### config.mk
export PLATFORM = sky130hd
export DESIGN_NAME = matrix_scan_ctrl
export DESIGN_NICKNAME = d
export VERILOG_FILES = /design/src/rtl/matrix_scan_ctrl.sv
export SDC_FILE = /design/constraint.sdc
export NUM_CORES = 1
export LEC_CHECK = 0
export CAP_MARGIN = 20
export CORE_UTILIZATION = 40
export CTS_CLUSTER_DIAMETER = 120
export DETAILED_ROUTE_END_ITERATION = 12
export PLACE_DENSITY = 0.69
export SLEW_MARGIN = 20
export SYNTH_ARGS = -nofsm -noshare
export SYNTH_HDL_FRONTEND = slang
export SYNTH_SLANG_ARGS = --single-unit
### constraint.sdc
create_clock -name clk -period 2.4 [get_ports clk]
set_input_delay 0.48 -clock clk [delete_from_list [all_inputs] [get_ports clk]]
set_output_delay 0.48 -clock clk [all_outputs]
set_load 0.02 [all_outputs]
### src/rtl/matrix_scan_ctrl.sv
// Row-pair scan sequencer for the 32x16 RGB panel: fetch a row from the frame
// buffer, shift it out on rgb/outclk, latch it, then display it for a fixed dwell.
module matrix_scan_ctrl #(
   parameter int COLS      = 32,
   parameter int ROW_PAIRS = 8,
   parameter int DWELL     = 64,
   localparam int RW  = (ROW_PAIRS > 1) ? $clog2(ROW_PAIRS) : 1,
   localparam int CLW = (COLS > 1) ? $clog2(COLS) : 1
) (
   input  logic           clk,
   input  logic           reset,
   input  logic           en,
   input  logic [5:0]     pix_in,
   output logic [RW-1:0]  rd_row,
   output logic [CLW-1:0] rd_col,
   output logic [5:0]     rgb,
   output logic           outclk,
   output logic           lat,
   output logic           oe,
   output logic [RW-1:0]  abc,
   output logic           frame_done
);

   localparam int CMAX = (2 * COLS > DWELL - 1) ? 2 * COLS : DWELL - 1;
   localparam int CW   = $clog2(CMAX + 2);

   localparam logic [CW-1:0]  K_LAST   = CW'(2 * COLS);
   localparam logic [CW-1:0]  D_LAST   = CW'(DWELL - 1);
   localparam logic [CW-1:0]  COL_MAX  = CW'(COLS - 1);
   localparam logic [RW-1:0]  ROW_LAST = RW'(ROW_PAIRS - 1);

   typedef enum logic [2:0] {IDLE, FETCH, SHIFT, LATCH, DISPLAY} state_t;

   state_t         state, state_n;
   logic [RW-1:0]  row, row_n;
   logic [CW-1:0]  cnt, cnt_n;
   logic [5:0]     rgb_n;
   logic           outclk_n, lat_n, oe_n, frame_done_n;
   logic [RW-1:0]  abc_n;
   logic [CLW-1:0] rd_col_n;
   logic [CW-1:0]  col_raw;
   logic [CLW-1:0] col_sat;

   // Address issued on an odd shift step, one ahead of the column captured next.
   always_comb begin
      col_raw = ((cnt + CW'(1)) >> 1) + CW'(1);
      col_sat = (col_raw > COL_MAX) ? CLW'(COLS - 1) : col_raw[CLW-1:0];
   end

   always_ff @(posedge clk or posedge reset) begin
      if (reset) begin
         state      <= IDLE;
         row        <= '0;
         cnt        <= '0;
         rgb        <= '0;
         outclk     <= 1'b0;
         lat        <= 1'b0;
         oe         <= 1'b1;
         abc        <= '0;
         rd_row     <= '0;
         rd_col     <= '0;
         frame_done <= 1'b0;
      end else begin
         state      <= state_n;
         row        <= row_n;
         cnt        <= cnt_n;
         rgb        <= rgb_n;
         outclk     <= outclk_n;
         lat        <= lat_n;
         oe         <= oe_n;
         abc        <= abc_n;
         rd_row     <= row_n;
         rd_col     <= rd_col_n;
         frame_done <= frame_done_n;
      end
   end

   // Every output is computed one cycle ahead so the pins come straight from flops.
   always_comb begin
      state_n      = state;
      row_n        = row;
      cnt_n        = cnt;
      rgb_n        = rgb;
      outclk_n     = 1'b0;
      lat_n        = 1'b0;
      oe_n         = 1'b1;
      abc_n        = abc;
      rd_col_n     = rd_col;
      frame_done_n = 1'b0;
      unique case (state)
         IDLE: begin
            if (en) begin
               state_n  = FETCH;
               rd_col_n = '0;
            end
         end
         FETCH: begin
            state_n  = SHIFT;
            cnt_n    = '0;
            rd_col_n = CLW'(1);
         end
         SHIFT: begin
            cnt_n = cnt + CW'(1);
            if (cnt == '0) begin
               rgb_n = pix_in;
            end else if (cnt[0]) begin
               outclk_n = 1'b1;
               rd_col_n = col_sat;
            end else if (cnt == K_LAST) begin
               rgb_n   = '0;
               state_n = LATCH;
               lat_n   = 1'b1;
               abc_n   = row;
            end else begin
               rgb_n = pix_in;
            end
         end
         LATCH: begin
            state_n = DISPLAY;
            cnt_n   = '0;
            oe_n    = 1'b0;
         end
         DISPLAY: begin
            if (cnt == D_LAST) begin
               row_n        = (row == ROW_LAST) ? '0 : row + RW'(1);
               frame_done_n = (row == ROW_LAST);
               state_n      = en ? FETCH : IDLE;
               if (en) rd_col_n = '0;
            end else begin
               cnt_n = cnt + CW'(1);
               oe_n  = 1'b0;
            end
         end
         default: state_n = IDLE;
      endcase
   end

endmodule

==> results.py <==
metrics = {
    "global_route": {
        "first_global_vias": 1237,
        "total_congestion_overflow_after_global_routing": 0,
        "grt_first_pass_wirelength_um": 5840,
        "antenna_found_initial": 0,
        "grt_util_all_layers_pct": 17.1,
        "grt_max_degree": 32,
    },
    "route": {
        "detail_route.first_pass.iterations": 4,
        "drc": 0,
        "drt-wirelength-per-cell_um": 13.1,
        "routed_wl_um": 3610,
        "detailedRoute.firstIterationViolations": 87,
        "vias": 1407,
        "vias_per_cell": 5.12,
        "final_antenna_net_count": 0,
    },
    "logic_synthesis": {
        "synth_top_family_by_area": "simple AND/OR/NAND/NOR gates",
        "post_synth_xor_area_fraction_pct": 3.48,
        "netlist_area_sq_mm": 0.00176,
        "synth_area_leader": "dfrtp_1",
        "synth_edf_count": 0,
        "yosysWarnings": 0,
        "syn_nets": 204,
        "post_synth_main_area_contributors": "dfrtp_1 43%, nand2_1 6.0%, o21ai_0 4.0%",
        "ys_seq_elements": 31,
        "yosys.area_share.adder_pct": 3.55,
        "synth_simple_gate_area_share_pct": 21.6,
        "cell_count_after_synthesis": 190,
        "synth.top_cell.area_share_pct": 42.6,
        "asyncSetResetFlopFracSynth_pct": 100,
        "synth_compound_gate_area_share_pct": 17.0,
        "synth_flop_cell": "dfrtp_1",
        "synth.lib_cells_used.distinct": 47,
        "average_size_of_a_mapped_cell_sq_um": 9.28,
        "mux_share_of_post_synthesis_cell_area_pct": 4.90,
        "seq_area_frac_synth_pct": 44.1,
    },
    "min_path": {
        "worstHoldPathType": "reg -> reg",
        "worst_hold_path.num_cells": 2,
        "hold_path.startpoint": "rd_col[2]$_DFFE_PP0P_",
        "whs_endpoint": "rd_col[2]$_DFFE_PP0P_",
    },
    "sta": {
        "worst_slew_margin_rel_pct": 58.6,
        "postLayoutSetupSlackWorst_ps": 182,
        "worst_slew_pin_slew_ps": 620,
        "timing_max_transition_violations_final": 0,
        "final_hold_viol_count": 0,
        "final_clock_skew_ps": 5.21,
        "unrepaired_setup_endpoints_after_global_routing": "false",
        "final.setup.tns_ps": 0,
        "tmin_final_ps": 2220,
        "achievable-frequency_ghz": 0.451,
        "count_of_endpoints_failing_setup_in_the_final_report": 0,
        "final_min_period_over_clock_period_pct": 92.4,
    },
    "floorplanning": {
        "std_cell_rows": 23,
        "die_h_um": 68.4,
        "design.core.area_sq_mm": 0.00412,
        "num_io_pins": 30,
        "floorplan.die_area_sq_mm": 0.00468,
        "chipWidth_um": 68.4,
        "floorplan.initialDensity_pct": 42.8,
    },
    "worst_setup_path": {
        "worst_path_max_delay_cell": "dfrtp_1",
        "critPathCaptureType": "register",
        "cp_num_buf_inv": 1,
        "worstPathRequired_ps": 2590,
        "cell_breakdown_of_the_critical_path": "ha_1 > nand3_1 > buf_4 > nor3b_1 > o41ai_2 > mux2_2 > o31ai_1",
        "r2r_start": "cnt[0]$_DFFE_PP0P_",
        "startpoint_type": "register",
        "setup.worst_path.class": "reg -> reg",
        "r2r_end": "rd_col[3]$_DFFE_PP0P_",
        "worst_ep_arrival_time_ps": 2410,
        "timing.reg2reg.setup_slack_ps": 180,
        "rr_worst_depth": 7,
        "timing.critical_path.fanout_max": 7,
        "cp_num_cells": 7,
        "worst_path_dominant_cell_family": "compound AO/OA/AOI/OAI gates",
        "worst_path_largest_cell_delay_ps": 440,
    },
    "cts": {
        "cts_post_setup_buffers_inserted": 0,
        "clock_latency_ps": 280,
        "htreeDepth": 2,
        "cts_tree": "yes",
        "tritoncts.num_buffers": 5,
        "clkTransAtPathRegs_ps": 70,
        "cts.sink_count": 31,
        "clock_tree.root_cell": "clkbuf_8",
        "cts_buffer_depth": 2,
        "post_cts_resize_count": 0,
        "cts_hold_repair.buffers": 0,
    },
    "outcome": {
        "outcome": "completed",
    },
    "layout": {
        "design.final.nets": 238,
        "finish.instance_area_sq_mm": 0.00222,
        "drive_gt1_share_pct": 14.2,
        "synthToLayoutAreaGrowth_pct": 25.7,
        "layout_cells_excl_fill": 275,
        "diodes": 0,
    },
    "power_and_ir_drop": {
        "irDropWorstVdd_mv": 0.545,
        "power.density_mw_per_mm2": 1090,
        "power.leakage_nw": 1.01,
    },
    "place": {
        "portBuffers": 29,
        "dpl.cell_count": 267,
        "detailedPlacementHpwl_um": 2590,
        "preCtsSetupSlack_ps": 174,
        "postPlaceCellArea_sq_mm": 0.00213,
        "place_congestion": 0.841,
    },
    "job": {
        "max_cap_viol_count": 0,
    },
}
-- registers in the layout, summed over array words and instances (netlist names) --
register	count
state	3
abc	3
row	3
lat	1
rd_col	5
cnt	7
frame_done	1
outclk	1
oe	1
rgb	6
-- final cells by class --
cell class | instances | area (sq um)
clock buffer | 7 | 76.3
inverter | 8 | 30.0
tap | 50 | 62.6
sequential | 31 | 777
timing repair buffer | 40 | 373
multi-input combinational | 138 | 892
fill | 386 | 1900
clock inverter | 1 | 5.00
-- kinds of logic after synthesis --
family                     after synthesis
AOI/OAI and AO/OA                       44
xor gates and xnor gates                 7
adders and majority gates                5
buffers and inverters                   21
DFF                                     31
muxes                                    8
and+or+nand+nor                         74
-- worst max path at each step --
stage,from,endpoint,slack (ps)
2_1_floorplan,cnt[0]$_DFFE_PP0P_,rd_col[3]$_DFFE_PP0P_,140
3_3_place_gp,cnt[1]$_DFFE_PP0P_,rd_col[3]$_DFFE_PP0P_,200
3_5_place_dp,en,rd_col[2]$_DFFE_PP0P_,170
4_1_cts,cnt[0]$_DFFE_PP0P_,rd_col[3]$_DFFE_PP0P_,190
5_1_grt,cnt[0]$_DFFE_PP0P_,rgb[5]$_DFFE_PP0P_,50
6_report,cnt[0]$_DFFE_PP0P_,rd_col[3]$_DFFE_PP0P_,180
-- metrics by stage --
step / power, W / utilization (%) / hold WS, ps
floorplan: 0.00165 / - / 525
finish: 0.00241 / 53.8 / 468
detailed placement: 0.00203 / 51.9 / 458
global route: 0.00259 / 53.8 / 511
global placement: 0.00203 / 51.9 / 458
CTS: 0.00244 / 53.8 / 472
-- Yosys cell counts (4+ instances only) --
master,count
clkbuf_1,6
xor2_1,4
nand3_1,5
ha_1,5
buf_2,6
nand2b_1,5
mux2_2,5
nor2_1,13
nand2_1,28
inv_1,8
and2_1,4
o21ai_1,5
dfrtp_1,30
o21ai_0,14
o31ai_1,5
-- layer usage --
metal / track usage [%] / vias to the layer above / routed length [um] / part of all wire [%]
met5: 0 / - / 0 / 0
met4: 4.69 / 0 / 5 / 0.14
met3: 5.17 / 2 / 155 / 4.3
met2: 26.1 / 30 / 1650 / 46
met1: 23.3 / 645 / 1800 / 50
li1: - / 730 / - / -
-- where the power goes --
group / switching, W / total (W) / internal [W]
Sequential: 0.000123 / 0.000787 / 0.000663
Combinational: 0.000696 / 0.00123 / 0.000539
Clock: 0.000186 / 0.000390 / 0.000203
-- placed cells by master, fill, tap and decap left out, types with 8 or more instances in the layout --
cell and n:
clkdlybuf4s50_1 29, nor2_1 13, nand2_1 28, dfrtp_1 30
o21ai_0 14, buf_4 11, inv_1 8
-- worst register-to-register path, cell delays in order (launching register included) --
cell	delay [ps]
dfrtp_1	440
ha_1	310
nand3_1	120
buf_4	140
nor3b_1	50
o41ai_2	400
mux2_2	430
o31ai_1	240
(Power assumes the default switching activity.)
